<file path="src/rtl/if_stage.sv">
// if_stage: instruction-fetch stage feeding the fetch/decode pipeline register.
// Owns the PC and keeps at most one instruction-memory request outstanding.
// One returned word is buffered and offered downstream as pc_out/ins_out/stop_f.
// The offered word can be held by stall, flushed by redirect, and a halt opcode stops fetch.
//
// Ports:
//   clk, rstd            clock (rising edge), asynchronous active-high reset
//   stall                downstream cannot accept the offered word this cycle
//   redirect/redirect_pc flush the buffer and refetch from redirect_pc
//   imem_req/imem_addr   single-outstanding fetch request, word aligned
//   imem_ack/imem_rdata  returned instruction word (at least one cycle after req)
//   pc_out/ins_out       offered PC and word (NOP_INS when nothing is offered)
//   stop_f               01 valid, 10 bubble, 00 halted
//
// Optional feature macro: IF_STAGE_STAT_EN
//   Adds stat_fetched (words consumed) and stat_bubble (non-halted bubble cycles).
module if_stage #(
    parameter logic [31:0] RESET_PC = 32'h0000_0000,
    parameter logic [31:0] NOP_INS  = 32'hdc00_0000,
    parameter logic [5:0]  HALT_OPC = 6'h3f
) (
    input  logic        clk,
    input  logic        rstd,
    input  logic        stall,
    input  logic        redirect,
    input  logic [31:0] redirect_pc,
    output logic        imem_req,
    output logic [31:0] imem_addr,
    input  logic        imem_ack,
    input  logic [31:0] imem_rdata,
    output logic [31:0] pc_out,
    output logic [31:0] ins_out,
    output logic [1:0]  stop_f
`ifdef IF_STAGE_STAT_EN
    ,
    output logic [31:0] stat_fetched,
    output logic [31:0] stat_bubble
`endif
);

    localparam int unsigned XLEN = 32;

    logic [XLEN-1:0] pc_q, pc_d;
    logic            pend_q, pend_d;
    logic            drop_q, drop_d;
    logic            buf_v_q, buf_v_d;
    logic [XLEN-1:0] buf_ins_q, buf_ins_d;
    logic [XLEN-1:0] buf_pc_q, buf_pc_d;
    logic            halted_q, halted_d;

    logic            consume;
    logic            issue;
    logic            ack_v;

    // State register
    always_ff @(posedge clk or posedge rstd) begin
        if (rstd) begin
            pc_q      <= RESET_PC;
            pend_q    <= 1'b0;
            drop_q    <= 1'b0;
            buf_v_q   <= 1'b0;
            buf_ins_q <= NOP_INS;
            buf_pc_q  <= RESET_PC;
            halted_q  <= 1'b0;
        end else begin
            pc_q      <= pc_d;
            pend_q    <= pend_d;
            drop_q    <= drop_d;
            buf_v_q   <= buf_v_d;
            buf_ins_q <= buf_ins_d;
            buf_pc_q  <= buf_pc_d;
            halted_q  <= halted_d;
        end
    end

    // Next-state: redirect beats consume/return/issue; halted freezes everything
    always_comb begin
        pc_d      = pc_q;
        pend_d    = pend_q;
        drop_d    = drop_q;
        buf_v_d   = buf_v_q;
        buf_ins_d = buf_ins_q;
        buf_pc_d  = buf_pc_q;
        halted_d  = halted_q;

        consume = buf_v_q & ~stall & ~redirect & ~halted_q;
        // A slot opens either when the buffer is empty or when it drains this edge
        issue   = ~halted_q & ~pend_q & (~buf_v_q | consume) & ~redirect;
        ack_v   = imem_ack & pend_q;

        if (!halted_q) begin
            if (redirect) begin
                buf_v_d = 1'b0;
                pc_d    = redirect_pc;
                if (ack_v) begin
                    pend_d = 1'b0;
                    drop_d = 1'b0;
                end else if (pend_q) begin
                    drop_d = 1'b1;
                end
            end else begin
                if (consume) begin
                    buf_v_d = 1'b0;
                    if (buf_ins_q[31:26] == HALT_OPC) begin
                        halted_d = 1'b1;
                    end
                end
                if (ack_v) begin
                    pend_d = 1'b0;
                    if (drop_q) begin
                        drop_d = 1'b0;
                    end else begin
                        buf_ins_d = imem_rdata;
                        buf_pc_d  = pc_q;
                        buf_v_d   = 1'b1;
                        pc_d      = pc_q + XLEN'(4);
                    end
                end
                if (issue) begin
                    pend_d = 1'b1;
                end
            end
        end
    end

    // Request is masked while reset is held so nothing is accepted during reset
    assign imem_req  = issue & ~rstd;
    assign imem_addr = pc_q;
    assign ins_out   = buf_v_q ? buf_ins_q : NOP_INS;
    assign pc_out    = buf_pc_q;
    assign stop_f    = halted_q ? 2'b00 : ((buf_v_q & ~stall) ? 2'b01 : 2'b10);

`ifdef IF_STAGE_STAT_EN
    logic [XLEN-1:0] stat_fetched_q, stat_fetched_d;
    logic [XLEN-1:0] stat_bubble_q, stat_bubble_d;

    // Event counters, free-running with natural wrap
    always_ff @(posedge clk or posedge rstd) begin
        if (rstd) begin
            stat_fetched_q <= '0;
            stat_bubble_q  <= '0;
        end else begin
            stat_fetched_q <= stat_fetched_d;
            stat_bubble_q  <= stat_bubble_d;
        end
    end

    always_comb begin
        stat_fetched_d = stat_fetched_q;
        stat_bubble_d  = stat_bubble_q;
        if (consume) begin
            stat_fetched_d = stat_fetched_q + XLEN'(1);
        end
        if (!halted_q && (stop_f == 2'b10)) begin
            stat_bubble_d = stat_bubble_q + XLEN'(1);
        end
    end

    assign stat_fetched = stat_fetched_q;
    assign stat_bubble  = stat_bubble_q;
`endif

endmodule

</file>
<file path="config.mk">
export PLATFORM = sky130hd
export DESIGN_NAME = if_stage
export DESIGN_NICKNAME = d
export VERILOG_FILES = /design/src/rtl/if_stage.sv
export SDC_FILE = /design/constraint.sdc
export NUM_CORES = 1
export LEC_CHECK = 0
export ABC_AREA = 1
export CAP_MARGIN = 40
export CORE_ASPECT_RATIO = 1.25
export CORE_MARGIN = 8
export CORE_UTILIZATION = 42
export DETAILED_ROUTE_END_ITERATION = 6
export PLACE_DENSITY_LB_ADDON = 0.08
export REMOVE_ABC_BUFFERS = 1
export SLEW_MARGIN = 20
export SYNTH_ARGS = -nofsm -noshare
export SYNTH_HDL_FRONTEND = slang
export SYNTH_SLANG_ARGS = --single-unit
</file>
<file path="constraint.sdc">
create_clock -name clk -period 3.3 [get_ports clk]
set_clock_uncertainty 0.2 [all_clocks]
set_input_delay 0.33 -clock clk [delete_from_list [all_inputs] [get_ports clk]]
set_output_delay 0.33 -clock clk [all_outputs]
set_load 0.03 [all_outputs]
</file>
* Word level (Yosys, flattened, before mapping)
Cells that the tools add are included.
** Word-level totals
- Bits in latches :: 0
- Bits of input ports :: 69
- Register bits after elaboration :: 100
- ROM bits :: 0
- Output and inout bits :: 99
- Word-level logic and storage cells :: 52
- Memories kept :: 0
- Memory bits (writable) :: 0
** Operators by class
- Div/mod/pow operators :: 0
- Muxes and demuxes :: 21
- Magnitude comparators :: 0
- Reductions and logical operators :: 5
- Bitwise logic cells :: 16
- Equal/unequal tests :: 2
- Shift operators :: 0
- Multiply operators :: 0
- $add $sub $neg :: 1
** Operators by type and width (number)
- $mux W32 :: 4
- $add A32 B3 Y32 const B :: 1
- $mux W1 :: 15
- $and A1 B1 Y1 :: 8
- $not A1 Y1 :: 7
- $eq A6 B6 Y1 const B :: 1
- $reduce_and A3 Y1 :: 2
- $mux W2 :: 2
- $reduce_and A4 Y1 :: 1
- $reduce_bool A2 Y1 :: 2
- $ne A2 B2 Y1 const B :: 1
- $or A1 B1 Y1 :: 1

* Longest topological paths before layout
Gate-level depths: netlist (run 1).
- Depth after elaboration :: 9
- Mapped depth :: 10
- Mapped depth without buffers :: 10

* Least setup slack after synthesis (run 1)
OpenSTA, ideal clock, no wires.
- Path kind :: register to output
- Start :: reg buf_v_q
- End :: out imem_req
- Buffers on the path :: 1
- Required time :: 2.770 ns
- Stages on the path, launching flop included :: 8
- Data arrival time :: 1.988 ns
- Setup slack :: 0.782 ns
- Path through :: dfrtp_1 -> buf_2 -> inv_1 -> nor3_1 -> nand2_1 -> nand2_1 -> nand3_1 -> nor2_1
** Between the ends
- Word-level cells in the longest chain between the ends :: 7
- Elaborated cells between the ends (all ways) :: 8
- Classes of those cells :: bitwise (8)
** Ends and longest elaborated chain
- start, declared :: line 46 : logic buf_v_q, buf_v_d;
- start signal, assigned :: line 69 : buf_v_q <= buf_v_d;
- $and A1 B1 Y1 (3 in a row) :: line 86 : consume = buf_v_q & ~stall & ~redirect & ~halted_q;
- $or A1 B1 Y1 * :: line 88 : issue = ~halted_q & ~pend_q & (~buf_v_q | consume) & ~redirect;
- $and A1 B1 Y1 * (2 in a row) :: line 88
- $and A1 B1 Y1 * :: line 127 : assign imem_req = issue & ~rstd;
- end, declared :: line 27 : output logic imem_req,
Every way passes the cells marked *; elsewhere a longest branch is shown, timed or not.

* Worst setup path after layout (run 1)
- Start :: reg halted_q
- End :: out stop_f[0]
** Between the ends
- Word-level cells in the longest chain between the ends :: 1
** Ends and longest elaborated chain
- start, declared :: line 49 : logic halted_q, halted_d;
- start signal, assigned :: line 72 : halted_q <= halted_d;
- $mux W2 :: line 131 : assign stop_f = halted_q ? 2'b00 : ((buf_v_q & ~stall) ? 2'b01 : 2'b10);
- end, declared :: line 33 : output logic [1:0] stop_f
Every way passes these cells.

==> results by group, run 1 <==
Status
  • Outcome: completed

Routing
  • Vias per cell: 4.89
  • Final ANT Viol Nets: 0
  • First drt pass iteration count: 4
  • DR vias: 4884
  • Routed wire length: 15.2 mm
  • Iteration-0 DRC Markers: 261
  • Routed WL per cell: 15.3 microns
  • DRC: 0

Logic synthesis
  • Synth Area per Inst: 7.80 sq um
  • Number of synthesized flops with an enable pin: 0
  • Synth cell types: 28
  • Synth Cell Area: 5230 sq um
  • Asr flop ratio synth: 1.00
  • Seq/Total Area, Yosys: 0.480
  • Synthesis-stage register bit count: 100
  • Main synth FF type: dfrtp_1
  • Post-Synthesis Cells: 670
  • YS warnings: 0

Global routing
  • GRT Util Overall: 0.188
  • Largest net degree at the start of global routing: 67
  • Antenna violations before repair: 0
  • GRT overflow: 0
  • Vias in the first global route: 4914
  • First-pass GRT wire length: 24.5 mm

Floorplanning
  • Initial Util: 0.430
  • Die area: 16300 sq um
  • Cell Rows: 45
  • Ports: 168
  • Core Area: 12200 sq um
  • Die Y: 141 microns
  • Die Wd: 116 microns

STA
  • Max Freq: 392 MHz
  • Min Clock Period, post-route: 2.55 ns
  • Unrepaired setup endpoints after global routing: no
  • Worst-Margin Slew: 0.625 ns
  • Final setup fails: 0
  • Hold_ws: 0.186 ns
  • Worst rel slew slack: 0.583
  • Max Slew Vio Count: 0
  • Final hold viol count: 0
  • Share of the clock period used by the worst path: 0.774
  • Setup TNS: 0 ns

Job
  • Max_cap viols: 0

Clocking
  • Post_cts resized: 0
  • CTS max path bufs: 2
  • TritonCTS buffer count: 9
  • Sink Count: 100
  • H-tree Lvls: 3
  • CTS tree: yes
  • Worst-path clk slew: 0.06 ns
  • Root Buffer: clkbuf_16
  • Clk_lat worst skew: 0.34 ns
  • CTS Hold Bufs: 0
  • Postcts setup bufs: 0

Placement
  • GP Congestion: 0.869
  • Hpwl dp: 11.6 mm
  • PortBufs: 167

Critical path
  • Setup crit end kind: output pin
  • Critical path buffers and inverters: 1
  • WP data required: 2.77 ns
  • R2R Setup Slk: 1.10 ns
  • CP cell instances: nor3_1, clkdlybuf4s50_1
  • Kind of critical path: flop to output pin
  • CP max FO: 5
  • Max stage delay cell, worst path: clkdlybuf4s50_1
  • CP peak stage delay: 0.77 ns
  • CP top delay family: buffers and inverters
  • Crit path DAT: 2.02 ns
  • Critical Path Start Type: flop

Cells and area
  • Final core occ: 0.603
  • Final net count: 899
  • Layout cells sized above 1: 0.0647
  • # diodes: 0
  • Commonest non-fill, non-tap cell in the layout: nand2_1
  • Fillers: 1122
  • Most frequent cells in the layout: nand2_1, clkdlybuf4s50_1, dfrtp_1
  • Area Overhead vs Synth: 40.3%

Pwr
  • Pleak: 3.67 nW
  • VDD IR max: 0.000283 V
  • Pwr dens: 404 nW/um^2

Hold path
  • HP Class: input port to async pin
==> synthesized netlist by cell type, types with 4 or more instances <==
master	number	area [sq um]
nand2_1	229	860
dfrtp_1	95	2380
inv_1	89	334
nor2_1	43	161
nand3_1	37	185
o21ai_0	31	155
mux2_1	29	327
o21ai_1	24	120
a21oi_1	18	90.1
buf_2	10	50.1
clkbuf_1	10	37.5
buf_6	7	78.8
nor3_1	7	35.0
o21ai_2	6	52.6
dfstp_2	5	131
nor2_4	5	56.3
nand2_2	4	25.0
nor2_2	4	25.0
==> final cells by class <==
class | instances | area [sq um] | share of cell area
Clock buffer | 12 | 256 | 0.0350
Clock inverter | 4 | 48.8 | 0.00666
Inverter | 92 | 348 | 0.0474
Multi-Input combinational cell | 451 | 2210 | 0.301
Sequential cell | 100 | 2510 | 0.342
Tap cell | 164 | 205 | 0.0280
Timing Repair Buffer | 175 | 1750 | 0.239
==> path summary, 6_finish.rpt <==
path | endpoint | start | depth (start not counted)
setup / recovery | stop_f[0] | halted_q$_DFF_PP0_ | 2
hold / removal | buf_ins_q[20]$_DFFE_PP0P_ | rstd | 2
min in group clk | buf_ins_q[31]$_DFFE_PP1P_ | buf_ins_q[31]$_DFFE_PP1P_ | 2
max in group asynchronous | buf_ins_q[28]$_DFFE_PP1P_ | rstd | 3
hold reg to reg | buf_ins_q[31]$_DFFE_PP1P_ | buf_ins_q[31]$_DFFE_PP1P_ | 2
setup reg to reg | imem_addr[17]$_DFFE_PP0P_ | halted_q$_DFF_PP0_ | 9
==> logic make-up (layout without fill, tap and decap cells) <==
group,count (synthesis),after routing,share of synthesized area
buffers and inverters,119,283,0.0979
flip-flops,100,100,0.480
AO/OA/AOI/OAI,87,87,0.0905
multiplexers,29,29,0.0625
AND/OR/NAND/NOR,334,334,0.267
adder cells (fa/ha/maj),1,1,0.00239
==> stage by stage <==
| step | setup slack (ns) | instance area (sq um) | std cells | total power [mW] |
|---|---|---|---|---|
| after floorplan | 0.159 | 5060 | 643 | 1.63 |
| after CTS | 0.762 | 7330 | 998 | 3.00 |
| final | 0.746 | 7330 | 998 | 2.96 |
| after detailed placement | 0.668 | 7030 | 982 | 1.91 |
| after global routing | 0.701 | 7330 | 998 | 3.09 |
| after global placement | 0.768 | 7030 | 982 | 1.90 |
==> worst register-to-register path: cells and delay by family, from the launching register on <==
family	cells	cell delay [ns]
and+or+nand+nor	5	0.77
DFF	1	0.49
buffers and inverters	3	0.49
AOI/OAI and AO/OA	1	0.14
==> flip-flops by register name, summed over array words and instances, names as in the netlist <==
register   count
pc_out        32
imem_addr     32
buf_ins_q     32
buf_v_q        1
pend_q         1
halted_q       1
drop_q         1
==> report_power, final <==
group          internal [mW]  switching (mW)  leakage [nW]
combinational          0.230           0.300          2.27
clock                  0.628           0.452         0.153
sequential              1.29          0.0629          1.24
total                   2.15           0.815          3.67
==> metal layers <==
layer	track usage	vias to the layer above	routed length, microns
li1	-	2421	-
met1	0.228	2287	6420
met2	0.309	159	7400
met3	0.0594	17	1200
met4	0.0595	0	204
met5	0	-	0
No activity file was read; power rests on OpenSTA's default activity.
==> inputs of run 2 (changes only) <==
CORE_UTILIZATION = 47   (was 42)
clock period = 2.4 ns   (was 3.3 ns; I/O delays follow)
==> run 2 against run 1 <==
  * Global-route usage grew 2.5 points
  * Clock power is 50% higher
  * Count of clock-buffer cells in the layout increased by 1
  * Cell count down 2.7%
  * Total power grew 42%
  * Critical path type unchanged
  * Critical endpoint is now stop_f[1]
  * Largest cell class unchanged
==> results by group, run 2 (synthesis gave the netlist of run 1 again) <==
Status
  • Outcome: completed

Critical path
  • Max stage delay cell, worst path: clkdlybuf4s50_1
  • CP max FO: 9
  • CP peak stage delay: 0.69 ns
  • Setup crit end kind: output pin
  • Critical path buffers and inverters: 2
  • Crit path DAT: 1.80 ns
  • R2R Setup Slk: 0.41 ns
  • Most frequent CP cell: nor2_1
  • CP top delay family: buffers and inverters
  • Kind of critical path: flop to output pin
  • WP data required: 1.96 ns
  • Critical Path Start Type: flop
  • CP cell instances: inv_1, nor2_1, nor2_1, clkdlybuf4s50_1

Floorplanning
  • Ports: 168
  • Die Y: 134 microns
  • Die area: 14800 sq um
  • Core Area: 11000 sq um
  • Cell Rows: 43
  • Die Wd: 110 microns
  • Initial Util: 0.476

STA
  • Share of the clock period used by the worst path: 0.933
  • Max Freq: 446 MHz
  • Final setup fails: 0
  • Min Clock Period, post-route: 2.24 ns
  • Unrepaired setup endpoints after global routing: no
  • Worst rel slew slack: 0.730
  • Worst-Margin Slew: 0.404 ns
  • Max Slew Vio Count: 0
  • Final hold viol count: 0

Clocking
  • Sink Count: 100
  • H-tree Lvls: 3
  • Worst-path clk slew: 0.07 ns
  • CTS Hold Bufs: 0
  • CTS max path bufs: 2
  • Clk_lat worst skew: 0.34 ns
  • Root Buffer: clkbuf_16
  • TritonCTS buffer count: 9
  • Postcts setup bufs: 0
  • CTS tree: yes

Cells and area
  • Layout cells sized above 1: 0.0706
  • Fillers: 954
  • Fin cells: 971
  • Final instance area: 7370 sq um
  • Commonest non-fill, non-tap cell in the layout: nand2_1
  • Final net count: 901
  • Area Overhead vs Synth: 41.1%
  • Most frequent cells in the layout: nand2_1, clkdlybuf4s50_1, dfrtp_1
  • # diodes: 0
  • Final core occ: 0.672

Routing
  • Routed wire length: 15.5 mm
  • Routed WL per cell: 15.9 microns
  • First drt pass iteration count: 5
  • DRC: 0
  • Final ANT Viol Nets: 0
  • Vias per cell: 5.07
  • Iteration-0 DRC Markers: 259
  • DR vias: 4920

Global routing
  • Vias in the first global route: 5094
  • GRT Util Overall: 0.213
  • Largest net degree at the start of global routing: 72
  • GRT overflow: 0
  • Antenna violations before repair: 0
  • First-pass GRT wire length: 25.0 mm

Placement
  • PortBufs: 167
  • Hpwl dp: 11.7 mm
  • Placed standard-cell area: 7030 sq um
  • GP Congestion: 0.850
  • Placed insts: 955

Pwr
  • Pleak: 3.70 nW
  • VDD IR max: 0.000332 V
  • Pwr dens: 572 nW/um^2

Job
  • Max_cap viols: 0

Hold path
  • HP Class: input port to async pin
[run 2: final timing paths]
path / start / end / cells past startpoint
min in group clk: imem_rdata[31] / buf_ins_q[31]$_DFFE_PP1P_ / 3
max in group asynchronous: rstd / pc_out[16]$_DFFE_PP0P_ / 3
max: buf_v_q$_DFFE_PP0N_ / stop_f[1] / 4
min reg2reg: buf_ins_q[26]$_DFFE_PP1P_ / buf_ins_q[26]$_DFFE_PP1P_ / 2
max reg2reg: imem_addr[3]$_DFFE_PP0P_ / imem_addr[24]$_DFFE_PP0P_ / 10
min: rstd / drop_q$_DFFE_PP0P_ / 2
[run 2: worst register-to-register path, stage by stage, from the launching register on]
cell     delay [ns]
dfrtp_1        0.42
ha_1           0.24
nand2_1        0.08
nor2_2         0.21
nand2_1        0.16
nor2_1         0.27
nand2_1        0.08
nand2_1        0.06
nand3_1        0.06
nand2_1        0.07
nand2_1        0.04
[run 2: where the power goes]
part	switching (mW)	internal, mW	leakage (nW)
Clock	0.622	1.00	0.162
Combinational	0.410	0.319	2.29
Sequential	0.0899	1.78	1.24
Total	1.12	3.10	3.70
[run 2: stage by stage]
step | total power [mW] | setup TNS, ns | hold WS [ns] | setup WS [ns]
final | 4.22 | 0 | 0.0339 | 0.160
after global routing | 4.39 | 0 | 0.0585 | 0.0592
after CTS | 4.26 | 0 | 0.0252 | 0.0349
after detailed placement | 2.63 | 0 | 0.276 | 0.315
after global placement | 2.62 | 0 | 0.271 | 0.383
after floorplan | 2.24 | -62.33 | 0.157 | -0.651
[run 2: routing by layer]
metal | GRT usage | vias to the layer above | part of all wire
li1 | - | 2413 | -
met1 | 0.246 | 2324 | 0.40
met2 | 0.368 | 158 | 0.51
met3 | 0.0542 | 25 | 0.071
met4 | 0.0713 | 0 | 0.018
met5 | 0 | - | 0
[run 2: cell type report]
| type | instances | area (sq um) | area share |
|---|---|---|---|
| Sequential cell | 100 | 2510 | 0.341 |
| Multi-Input combinational cell | 451 | 2210 | 0.300 |
| Timing Repair Buffer | 177 | 1790 | 0.243 |
| Inverter | 92 | 348 | 0.0472 |
| Clock buffer | 13 | 270 | 0.0367 |
| Tap cell | 135 | 169 | 0.0229 |
| Clock inverter | 3 | 67.6 | 0.00917 |
[run 2: what timing repair did]
| action | in CTS | in global routing |
|---|---|---|
| hold endpoints to repair | 0 | 0 |
| gates resized for setup | 0 | 2 |
| endpoints found under the setup margin | 0 | 17 |
